--- src/rtl/serial_pkg.sv ---
// Shared definitions for the serial word link (transmitter and receiver).
// State encoding, default frame width and bit-counter width helper.
package serial_pkg;

   typedef enum logic [1:0] {
      IDLE  = 2'd0,
      SHIFT = 2'd1,
      DRAIN = 2'd2
   } serial_state_e;

   localparam int SERIAL_WIDTH = 32;

   // Counter must be able to hold WIDTH itself, hence the +1.
   function automatic int serial_cnt_w(input int w);
      return $clog2(w + 1);
   endfunction

   localparam int SERIAL_CNT_W = serial_cnt_w(SERIAL_WIDTH);

endpackage : serial_pkg

--- src/rtl/serial_word_hold.sv ---
// Output word register with valid/ready handshake; loads one cycle after word_load.
// A new word arriving while the held word is unaccepted is dropped and flagged by overrun_o.
module serial_word_hold
   import serial_pkg::*;
#(
   parameter int WIDTH = SERIAL_WIDTH
) (
   input  logic             clk_i,
   input  logic             rst_i,
   input  logic [WIDTH-1:0] word_in,
   input  logic             word_load,
   input  logic             ready_i,
   output logic [WIDTH-1:0] data_o,
   output logic             valid_o,
   output logic             overrun_o
);

   logic [WIDTH-1:0] data_q, data_d;
   logic             valid_q, valid_d;
   logic             overrun_q, overrun_d;

   always_comb begin
      data_d    = data_q;
      valid_d   = valid_q;
      overrun_d = 1'b0;
      if (word_load) begin
         // Acceptance in the same cycle frees the slot for the new word.
         if (!valid_q || ready_i) begin
            data_d  = word_in;
            valid_d = 1'b1;
         end else begin
            overrun_d = 1'b1;
         end
      end else if (valid_q && ready_i) begin
         valid_d = 1'b0;
      end
   end

   always_ff @(posedge clk_i) begin
      if (rst_i) begin
         data_q    <= '0;
         valid_q   <= 1'b0;
         overrun_q <= 1'b0;
      end else begin
         data_q    <= data_d;
         valid_q   <= valid_d;
         overrun_q <= overrun_d;
      end
   end

   assign data_o    = data_q;
   assign valid_o   = valid_q;
   assign overrun_o = overrun_q;

endmodule : serial_word_hold

--- src/rtl/serial_rx.sv ---
// MSB-first deserializer with frame-length check; word valid one cycle after sdi_en falls.
// Output is valid/ready; an unaccepted word causes the next good word to be dropped (overrun).
module serial_rx
   import serial_pkg::*;
#(
   parameter int WIDTH = SERIAL_WIDTH
) (
   input  logic             sclk,
   input  logic             rst,
   input  logic             sdi_en,
   input  logic             sdi,
   output logic [WIDTH-1:0] rx_data,
   output logic             rx_valid,
   input  logic             rx_ready,
   output logic             frame_err,
   output logic             overrun
);

   localparam int CNT_W = serial_cnt_w(WIDTH);
   localparam logic [CNT_W-1:0] CNT_FULL = CNT_W'(WIDTH);

   serial_state_e    state_q, state_d;
   logic [WIDTH-1:0] shift_q, shift_d;
   logic [CNT_W-1:0] cnt_q, cnt_d;
   logic             frame_err_q, frame_err_d;
   logic             word_load;

   always_comb begin
      state_d     = state_q;
      shift_d     = shift_q;
      cnt_d       = cnt_q;
      frame_err_d = 1'b0;
      word_load   = 1'b0;
      unique case (state_q)
         IDLE: begin
            if (sdi_en) begin
               shift_d = {shift_q[WIDTH-2:0], sdi};
               cnt_d   = CNT_W'(1);
               state_d = SHIFT;
            end
         end
         SHIFT: begin
            if (sdi_en) begin
               if (cnt_q < CNT_FULL) begin
                  shift_d = {shift_q[WIDTH-2:0], sdi};
                  cnt_d   = cnt_q + CNT_W'(1);
               end else begin
                  frame_err_d = 1'b1;
                  cnt_d       = '0;
                  state_d     = DRAIN;
               end
            end else begin
               if (cnt_q == CNT_FULL) begin
                  word_load = 1'b1;
               end else begin
                  frame_err_d = 1'b1;
               end
               cnt_d   = '0;
               state_d = IDLE;
            end
         end
         DRAIN: begin
            // Swallow the rest of any frame we did not see start.
            cnt_d = '0;
            if (!sdi_en) state_d = IDLE;
         end
         default: state_d = DRAIN;
      endcase
   end

   always_ff @(posedge sclk) begin
      if (rst) begin
         state_q     <= DRAIN;
         shift_q     <= '0;
         cnt_q       <= '0;
         frame_err_q <= 1'b0;
      end else begin
         state_q     <= state_d;
         shift_q     <= shift_d;
         cnt_q       <= cnt_d;
         frame_err_q <= frame_err_d;
      end
   end

   assign frame_err = frame_err_q;

   serial_word_hold #(.WIDTH(WIDTH)) u_hold (
      .clk_i     (sclk),
      .rst_i     (rst),
      .word_in   (shift_q),
      .word_load (word_load),
      .ready_i   (rx_ready),
      .data_o    (rx_data),
      .valid_o   (rx_valid),
      .overrun_o (overrun)
   );

endmodule : serial_rx

--- config.mk ---
export PLATFORM = sky130hd
export DESIGN_NAME = serial_rx
export DESIGN_NICKNAME = d
export VERILOG_FILES = /design/src/rtl/serial_pkg.sv /design/src/rtl/serial_word_hold.sv /design/src/rtl/serial_rx.sv
export SDC_FILE = /design/constraint.sdc
export NUM_CORES = 1
export LEC_CHECK = 0
export CAP_MARGIN = 20
export CORE_MARGIN = 10
export CORE_UTILIZATION = 55
export DETAILED_ROUTE_END_ITERATION = 8
export MAX_ROUTING_LAYER = met4
export PLACE_DENSITY = 0.75
export SETUP_SLACK_MARGIN = 0.2
export SKIP_LAST_GASP = 1
export SLEW_MARGIN = 10
export SYNTH_ARGS = -nofsm -noshare
export SYNTH_HDL_FRONTEND = slang
export SYNTH_HIERARCHICAL = 1
export SYNTH_SLANG_ARGS = --single-unit
--- constraint.sdc ---
create_clock -name sclk -period 3.05 [get_ports sclk]
set_clock_uncertainty 0.1 [all_clocks]
set_input_delay 0.4575 -clock sclk [delete_from_list [all_inputs] [get_ports sclk]]
set_output_delay 0.4575 -clock sclk [all_outputs]
set_load 0.01 [all_outputs]
* Yosys cells after proc, flatten, opt, wreduce, memory -nomap -nowiden
Index checks and enable logic that the tools add are counted.
** Operators by class
- $lt $le $gt $ge :: 1
- Bitwise operators :: 2
- Muxes and demuxes :: 23
- Eq/ne operators :: 9
- Reduce and logical (&&, ||, !) cells :: 14
- Add/sub/neg operators :: 1
** Operators by type and width (number)
- 32-bit two-way mux :: 3
- 32-bit one-hot mux with 2 select lines :: 1
- 6-bit two-way mux :: 3
- 6-bit one-hot mux with 3 select lines :: 1
- 1-bit two-way mux :: 10
- 2-bit != test (second input constant) :: 5
- 2-bit two-way mux :: 4
- 6-bit by 1-bit adder with 6-bit output (second input constant) :: 1
- 6-bit equality test (second input constant) :: 1
- 6-bit less-than comparator (second input constant) :: 1
- 2-bit one-hot mux with 3 select lines :: 1
- 2-bit AND reduction :: 3
- 4-bit AND reduction :: 1
- 2-bit nonzero test :: 2
- 2-bit OR reduction :: 2
- 3-bit != test (second input constant) :: 1
- 3-bit AND reduction :: 1
- 3-bit nonzero test :: 1
- 2-bit by 1-bit equality test with 1-bit output (second input constant) :: 1
- 2-bit equality test (second input constant) :: 1
- 2-bit logical NOT :: 1
- 1-bit inverter :: 2
- 1-bit logical AND :: 1
- 1-bit logical NOT :: 1
- 1-bit logical OR :: 1
** Storage, ports and cells
- Bits in registers :: 75
- Output and inout bits :: 35

* Longest topological paths before layout
Gate-level depths: netlist (run 1).
- Depth in word-level cells :: 6
- Depth in mapped cells :: 7
- Depth with buffers taken out :: 6

* Modules after synthesis
The synthesis (run 1) kept the hierarchy.
** Modules (own cells, without submodules)
- serial_rx :: instances 1, cells an instance 203, area each 1808.0 µm²
- serial_word_hold :: instances 1, cells an instance 145, area each 1517.7 µm²

* Worst setup path after synthesis (run 1)
OpenSTA, ideal clock, no wires.
- Path type :: input port to flip-flop
- From :: input sdi_en
- To :: register u_hold.data_q[0], in the netlist u_hold/data_o[0]
- Slack :: 1303 ps
- Arrival :: 1576 ps
- Library setup time :: 72 ps
- Cell stages on the path :: 6
- Path buffers :: 2
- Cell sequence :: buf_4 nand3b_1 nor2_1 a21boi_4 buf_8 mux2i_1
** On the way
- Word-level cells in the longest chain between the ends :: 3
** RTL lines
- from (decl) :: RTL line serial_rx.sv:10 : input logic sdi_en,
- 1-bit two-way mux :: RTL line serial_rx.sv:43 : if (sdi_en) begin
- 1-bit two-way mux :: RTL line serial_rx.sv:34 : unique case (state_q)
- via word_load :: RTL line serial_rx.sv:26 : logic word_load;
- 2-bit AND reduction (no source line)
- to (signal assigned) :: RTL line serial_word_hold.sv:45 : data_q <= data_d;
- to (decl) :: RTL line serial_word_hold.sv:18 : logic [WIDTH-1:0] data_q, data_d;
The timed path passes the listed nets, and every way through them passes these cells.
A chain may end at the register's enable or synchronous reset.

* Final worst setup path (run 1)
- From :: input sdi_en
- To :: register u_hold.data_q[31], in the netlist u_hold/data_o[31]
The elaborated chain is that of the path after synthesis.

==> results.md, run 1 <==
- Status: finished clean
- Via-per-instance ratio: 4.97
- Die H: 97.8 µm
- Setup TNS: 0 ns
- Post-CTS setup buffer count: 0
- Net switching fraction of the power: 24.1%
- Sw Pwr: 0.000485 W
- Top-count cell post-synth: dfxtp_1
- Main area contributors after synthesis: dfxtp_1, nand2b_1, mux2i_1, nand2_1, a21oi_2
- Initial Util: 56.5%
- Synth area leader: dfxtp_1
- Share of the synthesized area in the top cell type: 45.1%
- DR WL/cell: 12.7 µm
- Worst R2R Start: state_q[1]$_SDFFE_PP1P_
- Full die area: 9560 µm²
- Share of cells above drive strength 1: 12.8%
- Post-synth top cells: dfxtp_1, nand2b_1, nand2_1, mux2i_1, a21oi_2
- Ys async rst share: 0%
- Syn. warnings: 6
- GPL Wtd Cong: 0.818
- Die X: 97.8 µm
- Top_reg_cell synth: dfxtp_1
- Area Growth Syn to Fin: 17.4%
- Clock sinks: 75
- Nets: 392
- Power density cells: 516 nW/µm²
- Worst r2r dst: shift_q[14]$_SDFFE_PP0P_
- Maxcap violations: 0
- # IOs: 40
- GR Util All Layers: 12.4%
- Worst skew pair latency: 0.34 ns
- Synth cell types: 35
- Core ar.: 5890 µm²
- Vias in the first global route: 2176
- Leakage: 1.22 nW
- Element type at the critical path end: flop
- Hold slack: 0.366 ns
- DR iter-0 viols: 66
- Register Area: 1500 µm²
- Final Max Slew Viols: 0
- Max FO, Critical Path: 32
- R2R setup slack: 1.01 ns
- Hold-critical path endpoint: shift_q[13]$_SDFFE_PP0P_
- Internal power: 0.00153 W
- N_diodes: 0
- Fin crit period: 2.11 ns
- Count of flip-flops with a built-in enable after synthesis: 0
- Peak supply drop: 0.000318 V
- Crit path DAT: 2.27 ns
- Port bufs: 39
- Netlist Area Pre-Place: 3330 µm²
- Vias: 2282
- WHS Path Cells: 2
- Number of antenna violations at the first check in global routing: 0
- CTS-repair resized insts: 0
- First-pass GRT wire length: 9880 µm
- Fill cells: 490
- Hold buffer count at cts: 0
- Slew of the pin with the lowest slew margin: 0.453 ns
- #FFs+latches synth: 75
- Number of buffers created by CTS: 9
- Slew HR: 69.7%
- Dpl ws: 0.588 ns
- H-tree lvl count: 3
- Clk pin slew, worst setup/hold paths: 0.07 ns
- TritonRoute pass-1 iters: 4
- Req. time, crit path: 3.22 ns
- Gr ovfl total: 0
- CTS tree: built
- Final Cycle Share: 69.1%
- Reg power frac: 49.7%
- Antenna viol nets, final: 0
- Syn Nets: 360
- Hold wc startpoint: shift_q[12]$_SDFFE_PP0P_
- Drt drc: 0
- Final hold viol count: 0
- Largest net degree at the start of global routing: 105
- Syn avg cell area: 9.56 µm²
- Hold crit path type: reg2reg
- Critical path class: in2reg
- Multi-input logic area: 1640 µm²
- CTS root buf: clkbuf_8
- RSZ-0062 raised after global routing: no
- Startpoint types: primary input
- Setup crit start: sdi_en
- Clk pwr share: 40.9%
- Hpwl dp: 3680 µm
- Longest Clk Path Bufs: 2
- Power share of the combinational group: 9.4%
- Cells after Synth: 348
- Worst r2r path cells: 7
- Worst Slack Setup Final: 0.943 ns
- Finish-stage setup viols: 0
- Total wire length: 5820 µm
- Register area share after synthesis: 45.1%
- Fmax: 475 MHz
- Rows: 28
critical path: stages:
cell and delay (ns):
clkdlybuf4s50_1 0.63, nand3b_1 0.29, nor2_1 0.18, a21boi_4 0.23, buf_12 0.26, mux2i_1 0.22
stage by stage:
| step | power (W) | cell area [µm²] | util [%] | std cells |
|---|---|---|---|---|
| 4_1_cts | 0.00204 | 3900 | 66.3 | 459 |
| 6_report | 0.00202 | 3900 | 66.3 | 459 |
| 3_3_place_gp | 0.00121 | 3690 | 62.7 | 444 |
| 2_1_floorplan | 0.00120 | 3330 | - | 348 |
| 5_1_grt | 0.00209 | 3900 | 66.3 | 459 |
| 3_5_place_dp | 0.00122 | 3690 | 62.7 | 444 |
how the worst max path moves through the flow:
stage	to	cells past startpoint	slack [ns]
CTS	u_hold/data_o[10]$_SDFFE_PP0P_	6	0.96
global route	u_hold/data_o[10]$_SDFFE_PP0P_	6	0.84
detailed placement	u_hold/data_o[10]$_SDFFE_PP0P_	6	0.59
floorplan	u_hold/data_o[0]$_SDFFE_PP0P_	6	1.30
global placement	u_hold/data_o[6]$_SDFFE_PP0P_	6	0.69
finish	u_hold/data_o[31]$_SDFFE_PP0P_	6	0.94
state kept, by name (all words and copies together) (netlist names):
register	count
shift_q	32
u_hold/data_o	32
cnt_q	6
state_q	2
frame_err	1
u_hold/overrun_o	1
u_hold/valid_o	1
routing by layer:
| metal | vias up | wire length, µm | part of all wire, % | GRT usage (%) |
|---|---|---|---|---|
| met5 | - | 0 | 0 | - |
| met4 | 0 | 112 | 1.9 | 6.04 |
| met3 | 11 | 265 | 4.6 | 3.81 |
| met2 | 39 | 2690 | 46 | 19.6 |
| met1 | 1032 | 2750 | 47 | 14.0 |
| li1 | 1200 | - | - | - |
power groups by stage:
stage	Combinational, W	Sequential, W	Clock (W)
after floorplan	0.000181	0.00102	0
after global placement	0.000189	0.00102	0
after detailed placement	0.000191	0.00102	0
after CTS	0.000192	0.00100	0.000849
after global routing	0.000211	0.00100	0.000880
final	0.000189	0.00100	0.000825
cell families (layout without fill, tap and decap cells):
family,after synthesis,count (layout),share of synthesized area [%]
compound gates,43,43,10.3
xor+xnor,3,3,0.790
fa+ha+maj,7,7,2.63
buf+inv,27,63,5.61
flops,75,75,45.1
mux,34,34,10.2
simple gates,159,159,25.2
area by class of cell:
type                            count  area share [%]
Clock inverter                      5            1.99
Tap cell                           75            2.40
Multi-Input combinational cell    246            42.0
Inverter                            6           0.577
Sequential cell                    75            38.5
Timing Repair Buffer               42            11.1
Clock buffer                       10            3.53
cell usage in the layout, fill, tap and decap left out, types with 2 or more instances in the layout:
cell | synthesis | final
buf_12 | 0 | 2
xnor2_1 | 3 | 3
clkdlybuf4s50_1 | 0 | 38
o22ai_1 | 2 | 2
nand3b_1 | 2 | 2
nor3_1 | 4 | 4
clkbuf_8 | 0 | 10
inv_1 | 6 | 6
clkinv_2 | 0 | 2
nor2_1 | 9 | 9
nand3_1 | 2 | 2
bufinv_16 | 0 | 2
dfxtp_1 | 75 | 75
o21ai_0 | 2 | 2
mux2i_1 | 34 | 34
a21oi_2 | 21 | 21
nand2b_1 | 67 | 67
ha_1 | 7 | 7
a21oi_1 | 13 | 13
nand2_1 | 66 | 66
No activity file was read; power rests on OpenSTA's default activity.
==> run 2, diff against run 1 <==
==> constraint.sdc (replaced) <==
create_clock -name sclk -period 2.2 [get_ports sclk]
set_clock_uncertainty 0.1 [all_clocks]
set_input_delay 0.33 -clock sclk [delete_from_list [all_inputs] [get_ports sclk]]
set_output_delay 0.33 -clock sclk [all_outputs]
set_load 0.01 [all_outputs]
==> run 2 against run 1 <==
  * Critical path depth unchanged
  * Register-to-register slack worse by 0.79 ns
  * Combinational power up 47%
  * Flip-flop and latch count unchanged
  * Routed wire length up 3.2%
  * Global-route usage up 0.54 points
  * Setup slack worse by 0.72 ns
  * Die area unchanged
  * Cell count up 0.65%
==> results.md, run 2 (synthesized netlist as in run 1, its figures left out) <==
- DR iter-0 viols: 88 (+33%)
- Core ar.: 5890 µm² (unchanged)
- GR Util All Layers: 12.9% (+0.54 points)
- Hold crit path type: in2reg
- M3 GR Usage: 3.95% (+0.14 points)
- Drt drc: 0 (unchanged)
- Number of antenna violations at the first check in global routing: 0 (unchanged)
- Startpoint types: flop
- H-tree lvl count: 3 (unchanged)
- GPL Wtd Cong: 0.872 (+6.7%)
- Port bufs: 39 (unchanged)
- # IOs: 40 (unchanged)
- Share of cells above drive strength 1: 13.7% (+0.93 points)
- Antenna viol nets, final: 0 (unchanged)
- DR WL/cell: 13.0 µm (+2.5%)
- Initial Util: 56.5% (unchanged)
- Req. time, crit path: 2.36 ns (-0.86 ns)
- Full die area: 9560 µm² (unchanged)
- First-pass GRT wire length: 10300 µm (+4.1%)
- Gr ovfl total: 0 (unchanged)
- Max FO, Critical Path: 18 (-44%)
- Element type at the critical path end: flop
- Fin crit period: 1.98 ns
- Commonest cells after routing, fill and taps aside: dfxtp_1, nand2b_1, nand2_1
- Slew of the pin with the lowest slew margin: 0.402 ns (-0.0509 ns)
- Clock sinks: 75 (unchanged)
- Vias: 2342 (+2.6%)
- Worst skew pair latency: 0.34 ns (about the same)
- Critical path class: reg2reg
- Crit path DAT: 2.13 ns (-0.14 ns)
- Via-per-instance ratio: 5.07 (+2.0%)
- Setup TNS: 0 ns (unchanged)
- Clk pin slew, worst setup/hold paths: 0.07 ns (about the same)
- Gr busiest metal: met2
- Fmax: 506 MHz
- Met2 Track Usage GR: 19.8% (+0.20 points)
- Die H: 97.8 µm (unchanged)
- GR Layer Usage met1: 14.7% (+0.79 points)
- Hpwl dp: 3850 µm (+4.8%)
- Final Cycle Share: 89.8%
- Post-CTS setup buffer count: 0 (unchanged)
- Hold buffer count at cts: 0 (unchanged)
- Number of buffers created by CTS: 9 (unchanged)
- Final Max Slew Viols: 0 (unchanged)
- Maxcap violations: 0 (unchanged)
- Peak supply drop: 0.000463 V (+46%)
- Slew HR: 72.8% (+3.1 points)
- TritonRoute pass-1 iters: 4 (unchanged)
- Vias in the first global route: 2251 (+3.4%)
- CTS tree: built
- Leakage: 1.24 nW (+1.7%)
- N_diodes: 0 (unchanged)
- Nets: 394 (+0.51%)
- Commonest non-fill, non-tap cell in the layout: dfxtp_1
- Status: finished clean
- Utilization after layout: 67.5% (+1.1 points)
- Finish-stage setup viols: 0 (unchanged)
- Area Growth Syn to Fin: 19.4%
- Final hold viol count: 0 (unchanged)
- Rows: 28 (unchanged)
- Total wire length: 6000 µm (+3.2%)
- Longest Clk Path Bufs: 2 (unchanged)
- Power density cells: 720 nW/µm² (+39%)
- RSZ-0062 raised after global routing: yes
- Largest net degree at the start of global routing: 91 (-13%)
- CTS root buf: clkbuf_8
- Die X: 97.8 µm (unchanged)
run 2: path summary, 6_finish.rpt:
check                                   end  cells after the start                      from  slack [ns]
min                 state_q[0]$_SDFFE_PP0P_                      2                       rst        0.24
min reg2reg        shift_q[31]$_SDFFE_PP0P_                      2  shift_q[31]$_SDFFE_PP0P_        0.36
max          u_hold/data_o[14]$_SDFFE_PP0P_                      6     cnt_q[2]$_SDFFE_PP0P_        0.22
max reg2reg  u_hold/data_o[14]$_SDFFE_PP0P_                      6     cnt_q[2]$_SDFFE_PP0P_        0.22
run 2: routing by layer:
metal	share of wire, %	vias to the layer above	routed length (µm)
met3	4.5	11	269
met1	46	1094	2780
met4	2.0	0	122
li1	-	1202	-
met5	0	-	0
met2	47	35	2830
run 2: worst max-delay path, cell delays in order (launching register included):
cell      delay (ns)
dfxtp_1         0.36
nor4b_1         0.43
nand3b_1        0.18
nor2_2          0.15
a21boi_4        0.26
buf_12          0.20
mux2i_1         0.21
run 2: power by group:
group	switching [W]	internal, W	leakage [nW]
Clock	0.000489	0.000700	0.113
Sequential	0.0000205	0.00137	0.605
Combinational	0.000174	0.000105	0.526
Total	0.000683	0.00217	1.24
run 2: timing repair:
item | in CTS | in global routing
endpoints found under the setup margin | 0 | 64
resized for setup | 0 | 3
hold endpoints to repair | 0 | 0
run 2: layout make-up:
type                       instances  area [µm²]
clock buffer                      12         155
clock inverter                     4        72.6
fill                             471        1910
inverter                           6        22.5
multi-input combinational        246        1650
sequential                        75        1500
tap                               75        93.8
timing repair buffer              44         473
run 2: metrics by stage:
step	setup WS [ns]	instance area [µm²]	hold WS, ns	instances	power, W
CTS	0.232	3960	0.230	462	0.00288
global placement	0.298	3730	0.347	446	0.00169
detailed placement	0.197	3730	0.349	446	0.00170
global route	0.0351	3970	0.264	462	0.00297
finish	0.225	3970	0.244	462	0.00286
floorplan	0.456	3330	0.337	348	0.00167
==> run 3, diff against run 2 <==
--- a/config.mk
+++ b/config.mk
@@ -5,10 +5,12 @@
 export SDC_FILE = /design/constraint.sdc
 export NUM_CORES = 1
 export LEC_CHECK = 0
+export ABC_AREA = 0
 export CAP_MARGIN = 20
 export CORE_MARGIN = 10
 export CORE_UTILIZATION = 55
 export DETAILED_ROUTE_END_ITERATION = 8
+export GPL_TIMING_DRIVEN = 0
 export MAX_ROUTING_LAYER = met4
 export PLACE_DENSITY = 0.75
 export SETUP_SLACK_MARGIN = 0.2
==> run 3 against run 2 <==
  * Combinational power grew 13%
  * Largest power group unchanged
  * Clock-buffer cell count shrank 1
  * Die area is the same
  * Core utilization grew 0.81 points
  * Setup slack gained 0.093 ns
  * Critical path depth grew 2
  * First-iteration DRC count shrank 45%
  * Critical endpoint is now u_hold/data_o[21]$_SDFFE_PP0P_
  * Total power shrank 6.8%
  * Cell count grew 3.7%
  * Fmax grew 4.9%
  * Critical path type unchanged
  * Sequential power is essentially flat
==> results.md, run 3 (synthesized netlist as in run 1, its figures left out) <==
- Commonest cells after routing, fill and taps aside: dfxtp_1, nand2b_1, nand2_1
- Largest net degree at the start of global routing: 14 (-85%)
- DR iter-0 viols: 48 (-45%)
- Dpl cell area: 3800 µm² (+1.9%)
- Max FO, Critical Path: 10 (-8)
- Maxcap violations: 0 (unchanged)
- Final hold viol count: 0 (unchanged)
- First-pass GRT wire length: 10900 µm (+6.0%)
- Hpwl dp: 4520 µm (+17%)
- Antenna viol nets, final: 0 (unchanged)
- Port bufs: 38 (-2.6%)
- Initial Util: 56.5% (unchanged)
- Total wire length: 6460 µm (+7.7%)
- Post-layout instance area: 4020 µm² (+1.2%)
- Full die area: 9560 µm² (unchanged)
- Peak supply drop: 0.000360 V (-22%)
- # IOs: 40 (unchanged)
- Status: finished clean
- Number of antenna violations at the first check in global routing: 0 (unchanged)
- Setup TNS: 0 ns (unchanged)
- Drt drc: 0 (unchanged)
- Crit path DAT: 2.06 ns (-0.07 ns)
- Critical path's largest stage delay: 0.39 ns (-0.04 ns)
- Hold buffer count at cts: 0 (unchanged)
- Final Max Slew Viols: 0 (unchanged)
- Req. time, crit path: 2.37 ns (about the same)
- Commonest non-fill, non-tap cell in the layout: dfxtp_1
- Share of cells above drive strength 1: 15.3% (+1.7 points)
- Worst skew pair latency: 0.35 ns (about the same)
- Top Family by Delay on Critical Path: buffers and inverters
- N_diodes: 0 (unchanged)
- Fin crit period: 1.88 ns (-0.0926 ns)
- Cell at the slowest stage of the critical path: dfxtp_1
- Nets: 411 (+4.3%)
- CTS tree: built
- Core ar.: 5890 µm² (unchanged)
- Finish-stage setup viols: 0 (unchanged)
- Hold slack: 0.336 ns (+0.0917 ns)
- Dpl ws: 0.143 ns (-0.0537 ns)
- Gr ovfl total: 0 (unchanged)
- RSZ-0062 raised after global routing: no
- GPL Wtd Cong: 0.815 (-6.5%)
- Number of buffers created by CTS: 9 (unchanged)
- Die H: 97.8 µm (unchanged)
- Via-per-instance ratio: 5.03 (-0.87%)
- Worst Slack Setup Final: 0.317 ns (+0.0926 ns)
- Longest Clk Path Bufs: 2 (unchanged)
- Area Growth Syn to Fin: 20.8%
- Clock sinks: 75 (unchanged)
- Finished Layout Cells: 479 (+3.7%)
- GR Util All Layers: 13.8% (+0.89 points)
- TritonRoute pass-1 iters: 5 (+1)
- H-tree lvl count: 3 (unchanged)
- Slew HR: 56.1% (-17 points)
- Element type at the critical path end: flop
- CTS root buf: clkbuf_8
- DR WL/cell: 13.5 µm (+3.8%)
- Final Cycle Share: 85.6% (-4.2 points)
- Die X: 97.8 µm (unchanged)
- Vias: 2407 (+2.8%)
- Post-Place Cells: 461 (+3.4%)
- Critical path's most frequent cell: inv_1
- Fmax: 531 MHz (+4.9%)
- CP cell instances: inv_1 -> ha_2 -> inv_1 -> nor2_2 -> a21boi_4 -> buf_12 -> buf_8 -> mux2i_1
- Hold crit path type: in2reg
- Critical path class: reg2reg
- CP Buf/Inv Count: 4 (+3)
- Leakage: 1.26 nW (+1.4%)
- Clk pin slew, worst setup/hold paths: 0.08 ns (about the same)
- Slew of the pin with the lowest slew margin: 0.659 ns (+0.257 ns)
- Power density cells: 663 nW/µm² (-7.9%)
- Vias in the first global route: 2328 (+3.4%)
- Startpoint types: flop
- Rows: 28 (unchanged)
[run 3: cell types whose count changed in the layout (fill, tap and decap cells not counted), sizes merged]
cell	before	now
buf	6	15
clkbuf	12	19
clkinvlp	1	4
bufinv	2	0
[run 3: where the power goes]
| part | total, W | switching [W] | internal, W | leakage [nW] |
|---|---|---|---|---|
| sequential | 0.00139 | 0.0000183 | 0.00137 | 0.605 |
| clock | 0.000960 | 0.000519 | 0.000442 | 0.0778 |
| combinational | 0.000314 | 0.000181 | 0.000133 | 0.578 |
[run 3: final timing paths]
| path | start | end | slack [ns] | depth (start not counted) |
|---|---|---|---|---|
| worst max-delay path | state_q[1]$_SDFFE_PP1P_ | u_hold/data_o[21]$_SDFFE_PP0P_ | 0.32 | 8 |
| worst min register to register | shift_q[31]$_SDFFE_PP0P_ | shift_q[31]$_SDFFE_PP0P_ | 0.36 | 2 |
| worst max register to register | state_q[1]$_SDFFE_PP1P_ | u_hold/data_o[21]$_SDFFE_PP0P_ | 0.32 | 8 |
| worst min-delay path | sdi_en | shift_q[12]$_SDFFE_PP0P_ | 0.34 | 4 |
[run 3: layer usage]
metal	wire, µm	GRT usage (%)
met5	0	-
met4	104	7.16
met3	249	3.17
met2	3150	22.3
met1	2960	15.7
[run 3: timing repair]
action,CTS,global route
buffers inserted,2,0
endpoints found under the setup margin,30,35
gates resized for setup,0,3
[run 3: stage by stage]
step | utilization, % | power (W)
2_1_floorplan | - | 0.00167
3_3_place_gp | 64.6 | 0.00173
3_5_place_dp | 64.6 | 0.00173
4_1_cts | 68.1 | 0.00269
5_1_grt | 68.3 | 0.00278
6_report | 68.3 | 0.00266
[run 3: layout make-up]
class                   instances  area [µm²]
well taps                      75        93.8
clock inverters                 5        38.8
inverters                       6        22.5
plain buffers                  21         164
clock buffers                  11         141
multi-input cells             246        1650
repair buffers                 40         408
flip-flops and latches         75        1500
fillers                       485        1870
[run 3: tightest hold or removal path: stages]
cell,delay (ns)
buf_4,0.16
o22ai_4,0.11
nand2_1,0.07
a21oi_1,0.05
==> RTL change 1, RTL diff (flow settings as in run 3) <==
Register the output `overrun`, cleared by the reset; this adds one clock of latency there. The other outputs are not delayed to match.
--- a/src/rtl/serial_rx.sv
+++ b/src/rtl/serial_rx.sv
@@ -18,6 +18,8 @@
 
    localparam int CNT_W = serial_cnt_w(WIDTH);
    localparam logic [CNT_W-1:0] CNT_FULL = CNT_W'(WIDTH);
+
+   logic overrun_c;
 
    serial_state_e    state_q, state_d;
    logic [WIDTH-1:0] shift_q, shift_d;
@@ -92,8 +94,16 @@
       .ready_i   (rx_ready),
       .data_o    (rx_data),
       .valid_o   (rx_valid),
-      .overrun_o (overrun)
+      .overrun_o (overrun_c)
    );
+
+   always_ff @(posedge sclk) begin
+      if (rst) begin
+         overrun <= '0;
+      end else begin
+         overrun <= overrun_c;
+      end
+   end
 
 endmodule : serial_rx
 
Formal check against the unedited RTL: no difference found for any inputs over 10 cycles, from zero or initial values and one cycle with rst high; that may be too few to reach the edited logic, so the function may still have changed.
==> RTL change 1 against run 3 <==
  * Wire length rose by 0.90%
  * Sequential cell count is 1 higher
  * Setup slack better by 0.0079 ns
  * Total power grew 3.8%
  * Area after synthesis grew 0.79%
  * Largest power group unchanged
  * Critical path depth is 2 lower
  * Count of clock-buffer cells in the layout fell by 1
  * Cell area grew 0.65%
  * Critical path type unchanged
==> RTL change 1: results (changes against run 3) <==
| Metric | Value |
|---|---|
| Worst Hold Path EP | overrun$_SDFF_PP0_ |
| Global-route usage over all layers | 14.0% (+0.23 points) |
| Fill count | 477 (-1.6%) |
| Non-Clock Buffer Count | 60 (-1.6%) |
| Minimum hold slack | 0.338 ns (+0.00252 ns) |
| Post-synthesis sequential area ratio | 45.4% (+0.24 points) |
| Reg2reg start | cnt_q[2]$_SDFFE_PP0P_ |
| Routed WL per cell | 13.6 um (+0.90%) |
| Status | completed |
| DR pass1 iterations | 4 (-1) |
| Flops & latches, synth | 76 (+1.3%) |
| Met3 GRT Util | 5.71% (+2.5 points) |
| Crit Reg-Reg Endpoint | u_hold/data_o[14]$_SDFFE_PP0P_ |
| Clock-cell share of area | 4.70% (+0.22 points) |
| Comb_multi_in | 247 (+0.41%) |
| Final-stage net count | 412 (+0.24%) |
| Area of the multi-input gates | 1670 um^2 (+0.99%) |
| Grt met2 use | 21.9% (-0.35 points) |
| Vias in the first global route | 2,338 (+0.43%) |
| Max_slew headroom | 57.2% (+1.2 points) |
| Synth top area cells | dfxtp_1 45%, nand2b_1 13%, mux2i_1 10% |
| Synth top cells by count | 76 x dfxtp_1, 67 x nand2b_1, 66 x nand2_1 |
| First-pass GRT wire length | 11,100 um (+1.7%) |
| WL met3 | 312 um (+25%) |
| Hold depth | 1 (-3) |
| Net Switching | 0.000700 W (-2.5%) |
## RTL change 1: how the worst max path moves through the flow
| stage | startpoint | endpoint | slack, ns | depth (start not counted) |
|---|---|---|---|---|
| 6_report | cnt_q[2]$_SDFFE_PP0P_ | u_hold/data_o[14]$_SDFFE_PP0P_ | 0.33 | 6 |
| 5_1_grt | cnt_q[2]$_SDFFE_PP0P_ | u_hold/data_o[14]$_SDFFE_PP0P_ | 0.20 | 6 |
| 4_1_cts | cnt_q[2]$_SDFFE_PP0P_ | u_hold/data_o[14]$_SDFFE_PP0P_ | 0.22 | 6 |
| 3_5_place_dp | rst | cnt_q[5]$_SDFFE_PP0P_ | 0.08 | 4 |
| 3_3_place_gp | rst | state_q[0]$_SDFFE_PP0P_ | 0.09 | 4 |
| 2_1_floorplan | state_q[1]$_SDFFE_PP1P_ | u_hold/data_o[0]$_SDFFE_PP0P_ | 0.46 | 7 |
## RTL change 1: metrics by stage
stage	std cells	setup WS, ns	total power (W)	util [%]
2_1_floorplan	350	0.456	0.00168	-
3_3_place_gp	463	0.0891	0.00175	64.6
3_5_place_dp	463	0.0796	0.00176	64.6
4_1_cts	479	0.216	0.00278	68.0
5_1_grt	479	0.203	0.00288	68.3
6_report	479	0.325	0.00276	68.3
## RTL change 1: what timing repair did
item | CTS | global route
hold endpoints to repair | 0 | 0
hold buffers | 0 | 0
buffers inserted | 1 | 0
resized for setup | 1 | 4
pin swaps | 0 | 0
endpoints found under the setup margin | 30 | 41
## RTL change 1: kinds of logic after synthesis
| family | synth area share (%) |
|---|---|
| buffers and inverters | 5.56 |
| xor gates and xnor gates | 0.784 |
| DFF | 45.4 |
| adders and majority gates | 2.61 |
| muxes | 10.2 |
| AOI/OAI and AO/OA | 10.3 |
| and+or+nand+nor | 25.2 |
==> RTL change 2, RTL diff (flow settings as in run 3) <==
Without the edit above. `SERIAL_WIDTH`: 32 -> 24.
--- a/src/rtl/serial_pkg.sv
+++ b/src/rtl/serial_pkg.sv
@@ -8,7 +8,7 @@
       DRAIN = 2'd2
    } serial_state_e;
 
-   localparam int SERIAL_WIDTH = 32;
+   localparam int SERIAL_WIDTH = 24;
 
    // Counter must be able to hold WIDTH itself, hence the +1.
    function automatic int serial_cnt_w(input int w);
Interface: changed (resized rx_data); port bits go from 40 to 32. No check against the original RTL was run, so the function may have changed too.
==> RTL change 2 against run 3 <==
  * Setup slack improved by 0.023 ns
  * Cell area fell by 21%
  * Area after synthesis shrank 22%
  * Wire length down 21%
  * Total power is 17% lower
  * Clock power is 19% lower
  * Count of clock-buffer cells in the layout is the same
  * Sequential cell count fell by 17
  * Largest cell class unchanged
==> RTL change 2: results (changes against run 3) <==
| Metric | Value |
|---|---|
| Crit path max-delay family | buffers and inverters |
| Synth top cells by count | 58 x dfxtp_1, 52 x nand2_1, 48 x nand2b_1 |
| RD Place Congestion | 0.854 (+4.8%) |
| Synth top area cells | dfxtp_1 45%, nand2b_1 12%, mux2i_1 10% |
| Asr flop ratio synth | 0% (unchanged) |
| Ys Warns | 6 (unchanged) |
| Fill count | 375 (-23%) |
| Synth unique cells | 37 (+5.7%) |
| Average via count per standard cell | 5.19 (+3.4%) |
| Final-stage net count | 335 (-18%) |
| Worst Tran Pin Value | 0.519 ns (-0.140 ns) |
| Share of cells above drive strength 1 | 12.7% (-2.7 points) |
| TritonCTS buffer count | 9 (unchanged) |
| DR pass1 iterations | 6 (+1) |
| Worst VDD drop | 0.471 mV (+31%) |
| Clock slew at reported path FFs | 0.06 ns (-0.02 ns) |
| Comb pwr share | 14.7% (+2.9 points) |
| Starting DRC count in detailed routing | 117 (+140%) |
| Clk Latency, worst-skew pair | 0.33 ns (-0.02 ns) |
| First-pass GRT wire length | 8740 um (-20%) |
| Flop2flop setup slack | 0.34 ns (+0.02 ns) |
| Mean Syn Cell Area | 9.28 um^2 (-2.9%) |
| Placed cell count | 360 (-22%) |
| DP HPWL | 3550 um (-21%) |
| Final Hold Fails | 0 (unchanged) |
| Total Die Area | 7830 um^2 (-18%) |
| Status | completed |
| H-tree levels | 3 (unchanged) |
| Synth Net Count | 291 (-19%) |
| Leakage | 1.06 nW (-16%) |
| Final Non-Filler Cells | 375 (-22%) |
| CTS max path bufs | 2 (unchanged) |
| Internal | 0.00162 W (-17%) |
| Vias in the first global route | 1,859 (-20%) |
| PortBufs | 30 (-21%) |
| Minimum hold slack | 0.309 ns (-0.0270 ns) |
| Antenna violations before repair | 0 (unchanged) |
| Post-synthesis sequential area ratio | 45.0% (-0.14 points) |
| Crit-path slowest cell | dfxtp_1 |
| Routed Wire Length | 5090 um (-21%) |
| Slowest stage delay, CP | 0.33 ns (-0.06 ns) |
| Critical path peak fanout | 10 (unchanged) |
| HP Class | input port to register |
| Global-route usage over all layers | 14.7% (+0.91 points) |
| Largest net degree at the start of global routing | 11 (-3) |
| Slew Viols, Final | 0 (unchanged) |
| Ant. Diodes | 0 (unchanged) |
| Clock root cell | clkbuf_8 |
-- RTL change 2: routing by layer --
layer	global-route usage (%)	part of all wire [%]
met5	-	0
met4	9.69	2.6
met3	3.22	4.4
met2	21.3	45
met1	18.1	48
-- RTL change 2: cell type report --
class	count	area (um^2)	share of cell area, %
Clock inverter	1	5.00	0.159
Sequential cell	58	1160	36.8
Timing Repair Buffer	33	340	10.8
Buffer	17	126	4.00
Inverter	6	22.5	0.713
Clock buffer	11	141	4.48
Multi-Input combinational cell	197	1290	41.0
Tap cell	52	65.1	2.06
-- RTL change 2: worst paths after layout --
check / startpoint / end / cells past startpoint
worst min register to register: shift_q[23]$_SDFFE_PP0P_ / shift_q[23]$_SDFFE_PP0P_ / 2
worst max register to register: cnt_q[0]$_SDFFE_PP0P_ / u_hold/data_o[3]$_SDFFE_PP0P_ / 8
worst max-delay path: cnt_q[0]$_SDFFE_PP0P_ / u_hold/data_o[3]$_SDFFE_PP0P_ / 8
worst min-delay path: sdi_en / frame_err$_SDFF_PP0_ / 2
-- RTL change 2: cell families (layout without fill, tap and decap cells) --
kind of cell / count (synthesis) / count (layout) / synth area share, %
adder cells (fa/ha/maj): 8 / 8 / 3.88
AND/OR/NAND/NOR: 125 / 125 / 25.8
flip-flops: 58 / 58 / 45.0
buffers and inverters: 23 / 68 / 5.77
AO/OA/AOI/OAI: 37 / 37 / 9.12
multiplexers: 27 / 27 / 10.5
-- RTL change 2: power by group through the flow --
stage / Combinational (W) / Sequential [W] / Clock [W]
floorplan: 0.000248 / 0.00111 / 0
global placement: 0.000315 / 0.00111 / 0
CTS: 0.000318 / 0.00109 / 0.000802
detailed placement: 0.000317 / 0.00112 / 0
finish: 0.000324 / 0.00109 / 0.000782
global route: 0.000367 / 0.00110 / 0.000848
-- RTL change 2: repair_timing --
action	CTS	global route
endpoints found under the setup margin	0	24
buffers inserted	0	2
gates resized for setup	0	6
-- RTL change 2: metrics by stage --
stage | setup WS (ns) | instance area [um^2]
2_1_floorplan | 0.450 | 2580
3_3_place_gp | 0.291 | 2950
3_5_place_dp | 0.251 | 2950
4_1_cts | 0.206 | 3090
5_1_grt | 0.204 | 3160
6_report | 0.341 | 3160
